**config.mk**
```make
export PLATFORM = sky130hd
export DESIGN_NAME = mux4_rr_arbiter
export DESIGN_NICKNAME = d
export VERILOG_FILES = /design/src/rtl/mux4_rr_arbiter.sv
export SDC_FILE = /design/constraint.sdc
export NUM_CORES = 1
export LEC_CHECK = 0
export CAP_MARGIN = 20
export CORE_ASPECT_RATIO = 1.2
export CORE_MARGIN = 3
export CORE_UTILIZATION = 39
export CTS_CLUSTER_SIZE = 25
export DETAILED_ROUTE_END_ITERATION = 8
export PLACE_DENSITY = 0.79
export SLEW_MARGIN = 20
export SYNTH_ARGS = -nofsm -noshare
export SYNTH_HDL_FRONTEND = slang
export SYNTH_SLANG_ARGS = --single-unit
export TNS_END_PERCENT = 10
```
**constraint.sdc**
```tcl
create_clock -name clk -period 2.2 [get_ports clk]
set_input_delay 0.22 -clock clk [delete_from_list [all_inputs] [get_ports clk]]
set_output_delay 0.22 -clock clk [all_outputs]
set_load 0.05 [all_outputs]
```
**src/rtl/mux4_rr_arbiter.sv**
```systemverilog
// Round-robin arbiter that shares one 4:1 mux between four valid/ready requesters.
// Optional transfer counter with clear, enabled by defining MUX4_ARB_STATS_EN.
module mux4_rr_arbiter #(
  parameter int WIDTH     = 8,
  parameter int BURST_MAX = 4
) (
  input  logic             clk,
  input  logic             rst_n,
  input  logic [3:0]       req,
  input  logic [WIDTH-1:0] data_a,
  input  logic [WIDTH-1:0] data_b,
  input  logic [WIDTH-1:0] data_c,
  input  logic [WIDTH-1:0] data_d,
  input  logic             out_ready,
`ifdef MUX4_ARB_STATS_EN
  input  logic             stats_clr,
  output logic [15:0]      xfer_count,
`endif
  output logic             out_valid,
  output logic [WIDTH-1:0] out_data,
  output logic [3:0]       ack,
  output logic [3:0]       gnt,
  output logic             s0,
  output logic             s1,
  output logic             busy
);

  typedef enum logic {IDLE, GRANT} state_t;

  state_t     state_reg;
  logic [3:0] gnt_reg;
  logic [1:0] sel_reg;
  logic [1:0] ptr_reg;
  logic [3:0] burst_cnt_reg;

  logic [3:0] rot_req;
  logic [1:0] pick_off;
  logic [1:0] pick_idx;
  logic       req_g;
  logic       xfer;
  logic       release_now;

  // rot_req[k] is the request of requester ptr+k, so the lowest set bit is the winner
  generate
    for (genvar gi = 0; gi < 4; gi++) begin : g_rot
      assign rot_req[gi] = req[ptr_reg + 2'(gi)];
    end
  endgenerate

  always_comb begin
    pick_off = 2'd0;
    for (int k = 3; k >= 0; k--) begin
      if (rot_req[k]) pick_off = 2'(k);
    end
  end

  assign pick_idx    = ptr_reg + pick_off;
  assign req_g       = req[sel_reg];
  assign out_valid   = (state_reg == GRANT) && req_g;
  assign xfer        = out_valid && out_ready;
  assign ack         = xfer ? gnt_reg : 4'b0000;
  assign release_now = (state_reg == GRANT) &&
                       ((xfer && (burst_cnt_reg == 4'(BURST_MAX - 1))) || !req_g);

  always_comb begin
    case (sel_reg)
      2'b00:   out_data = data_a;
      2'b01:   out_data = data_b;
      2'b10:   out_data = data_c;
      default: out_data = data_d;
    endcase
  end

  always_ff @(posedge clk or negedge rst_n) begin
    if (!rst_n) begin
      state_reg     <= IDLE;
      gnt_reg       <= 4'b0000;
      sel_reg       <= 2'b00;
      ptr_reg       <= 2'b00;
      burst_cnt_reg <= 4'd0;
    end else begin
      case (state_reg)
        IDLE: begin
          if (req != 4'b0000) begin
            state_reg     <= GRANT;
            gnt_reg       <= 4'b0001 << pick_idx;
            sel_reg       <= pick_idx;
            burst_cnt_reg <= 4'd0;
          end else begin
            gnt_reg <= 4'b0000;
          end
        end
        default: begin
          if (release_now) begin
            state_reg <= IDLE;
            gnt_reg   <= 4'b0000;
            ptr_reg   <= sel_reg + 2'd1;
          end else if (xfer) begin
            burst_cnt_reg <= burst_cnt_reg + 4'd1;
          end
        end
      endcase
    end
  end

  assign gnt  = gnt_reg;
  assign s0   = sel_reg[1];
  assign s1   = sel_reg[0];
  assign busy = (state_reg == GRANT);

`ifdef MUX4_ARB_STATS_EN
  logic [15:0] xfer_count_reg;

  // clear has priority over a same-cycle transfer
  always_ff @(posedge clk or negedge rst_n) begin
    if (!rst_n) begin
      xfer_count_reg <= 16'd0;
    end else if (stats_clr) begin
      xfer_count_reg <= 16'd0;
    end else if (xfer) begin
      xfer_count_reg <= xfer_count_reg + 16'd1;
    end
  end

  assign xfer_count = xfer_count_reg;
`endif

endmodule
```
==> metrics.md <==
| Metric | Value |
|---|---|
| Outcome | `complete, no violations` |
| Fin. max-slew vios | `0` |
| GRT overflow | `0` |
| Core Area | `2600 µm²` |
| YS warnings | `0` |
| Final setup violating endpoints | `0` |
| Placed cells | `206` |
| Total Neg Setup Slack | `0 ps` |
| Htree depth | `1` |
| Ports | `59` |
| Die Ht | `63.9 µm` |
| Fraction of layout cells with a size suffix above 1 | `31.5%` |
| GP Congestion | `0.842` |
| Fin nets | `224` |
| RSZ-0062 raised after global routing | `false` |
| Initial DRC Count | `29` |
| Vias in the first global route | `1084` |
| Rows | `20` |
| Max-Cap Viols | `0` |
| Slew @ Worst Pin | `566 ps` |
| N_diodes | `0` |
| Asr flop ratio synth | `100%` |
| F_max | `466 MHz` |
| Deepest clock path buffer count | `2` |
| Skew-Pair Late Insertion Delay | `280 ps` |
| Pin count of the biggest net entering global routing | `14` |
| CP Data Arrival Time | `1930 ps` |
| All-Layer GR Usage | `19.2%` |
| Cell Area, Synth | `1090 µm²` |
| Vias/cell | `5.42` |
| CTS tree | `built` |
| Power Density | `1550 nW/µm²` |
| Clock skew | `1.97 ps` |
| Total CTS buffers | `3` |
| Fin area | `1900 µm²` |
| Die ar. | `3460 µm²` |
| Half-perimeter wire length after placement | `2660 µm` |
| Register bit total from synthesis | `13` |
| Antenna Nets Post-Route | `0` |
| Layout area overhead | `74.5%` |
| Synth Instances | `114` |
| Critical path capture point type | `output pin` |
| Fin. Hold Viols | `0` |
| Crit share post-route | `97.6%` |
| Port Buffer Count | `58` |
| Average wire per cell in the routed design | `15.7 µm` |
| Routed wire length | `3310 µm` |
| Tmin final | `2150 ps` |
| Worst-path clk slew | `80 ps` |
| DR pass1 iterations | `6` |
| Synth cell types | `41` |
| Dpl cell area | `1860 µm²` |
| CTS Sinks | `13` |
| Clock root buffer | `clkbuf_4` |
| Initial antenna violation count | `0` |
| Post-synth EDFFs | `0` |
| Starting density of the core | `41.8%` |
| CP max FO | `9` |
| Worst IR Drop VDD | `0.966 mV` |
| CP startpoint kind | `input port` |
| Post-synthesis sequential area ratio | `29.9%` |
| Vias | `1143` |
| Ys flop type | `dfrtp_1` |
| DRC | `0` |
| Finished Layout Cells | `211` |
| Max_slew headroom | `62.1%` |
| Syn avg cell area | `9.55 µm²` |
| WS Path Type | `input port to output pin` |
| HP Class | `input port to asynchronous set/reset pin` |
| Chip width | `54.2 µm` |
| CP required | `1980 ps` |
| Lkg Pwr | `0.806 nW` |
| First-pass GRT wire length | `4960 µm` |
| Synthesized Nets | `159` |
## stage by stage
stage,worst slack (ps),total power [mW],hold slack (ps),utilization [%]
global placement,66.5,2.71,494,71.4
floorplan,23.5,1.87,-75.6,-
global route,8.99,3.08,321,73.0
detailed placement,18.4,2.77,502,71.4
finish,52.7,2.94,298,73.0
CTS,28.5,2.93,312,72.5
## cell families (layout without fill, tap and decap cells)
kind of cell	Yosys count	after routing	synth area share [%]
compound gates	28	28	21.3
xor+xnor	2	2	2.30
fa+ha+maj	6	6	6.90
buf+inv	19	83	8.62
flops	13	13	29.9
mux	12	12	12.4
simple gates	34	34	18.6
## layer usage
metal / global-route usage (%) / routed length [µm]
met5: 0 / 0
met4: 5.61 / 19
met3: 5.36 / 358
met2: 33.4 / 1660
met1: 22.0 / 1270
## worst paths after layout
check	start	end	slack, ps	cells after the start
worst max-delay path	req[2]	ack[1]	50	6
worst min-delay path	rst_n	ptr_reg[0]	300	1
worst max register to register	ptr_reg[0]	sel_reg[1]	280	5
worst min register to register	burst_cnt_reg[0]	burst_cnt_reg[0]	510	1
max in group asynchronous	rst_n	sel_reg[0]	1500	1
min in group clk	burst_cnt_reg[0]	burst_cnt_reg[0]	510	1
## repair_timing
action	in CTS	in global routing
pin swaps	1	2
hold buffers	0	0
endpoints found under the setup margin	2	9
buffers inserted	0	1
resized for setup	1	3
## cell usage in the layout (no fill, tap or decap), types with 2 or more instances in the layout
cell	Yosys	layout
a21oi_1	3	3
a222oi_1	8	8
and2_2	5	5
buf_12	0	8
buf_4	0	15
clkbuf_4	0	3
clkdlybuf4s50_1	0	45
dfrtp_1	13	11
dfrtp_2	0	2
ha_1	6	4
ha_2	0	2
inv_1	11	11
mux2_2	2	2
mux2i_2	0	4
mux2i_4	0	4
nand2_1	9	9
nor2_1	7	7
nor3b_1	2	2
o21ai_0	3	3
or2_2	2	2
## cell usage after synthesis, types with 2 or more instances
| cell type | count | area, µm² |
|---|---|---|
| a222oi_1 | 8 | 80.1 |
| ha_1 | 6 | 75.1 |
| mux2i_1 | 9 | 90.1 |
| inv_1 | 11 | 41.3 |
| clkbuf_1 | 5 | 18.8 |
| nor3b_1 | 2 | 15.0 |
| nand2_1 | 9 | 33.8 |
| a21oi_1 | 3 | 15.0 |
| and2_2 | 5 | 37.5 |
| buf_6 | 3 | 33.8 |
| dfrtp_1 | 13 | 325 |
| mux2_2 | 2 | 22.5 |
| o21ai_0 | 3 | 15.0 |
| nor2_1 | 7 | 26.3 |
| or2_2 | 2 | 12.5 |
## report_power, final
group          total, mW  switching, mW  internal, mW
sequential         0.422         0.0948         0.328
clock              0.150         0.0796        0.0705
combinational       2.37           1.27          1.10
## critical path, stage by stage
cell             delay, ps
clkdlybuf4s50_1        430
buf_4                  170
mux4_2                 510
and3_4                 220
and2_2                 190
buf_4                  180
## cell type report
cell class / count / area (µm²)
sequential: 13 / 328
tap: 33 / 41.3
timing repair buffer: 68 / 723
multi-input combinational: 82 / 739
inverter: 11 / 41.3
fill: 186 / 703
clock buffer: 4 / 26.3
(Power assumes the default switching activity.)
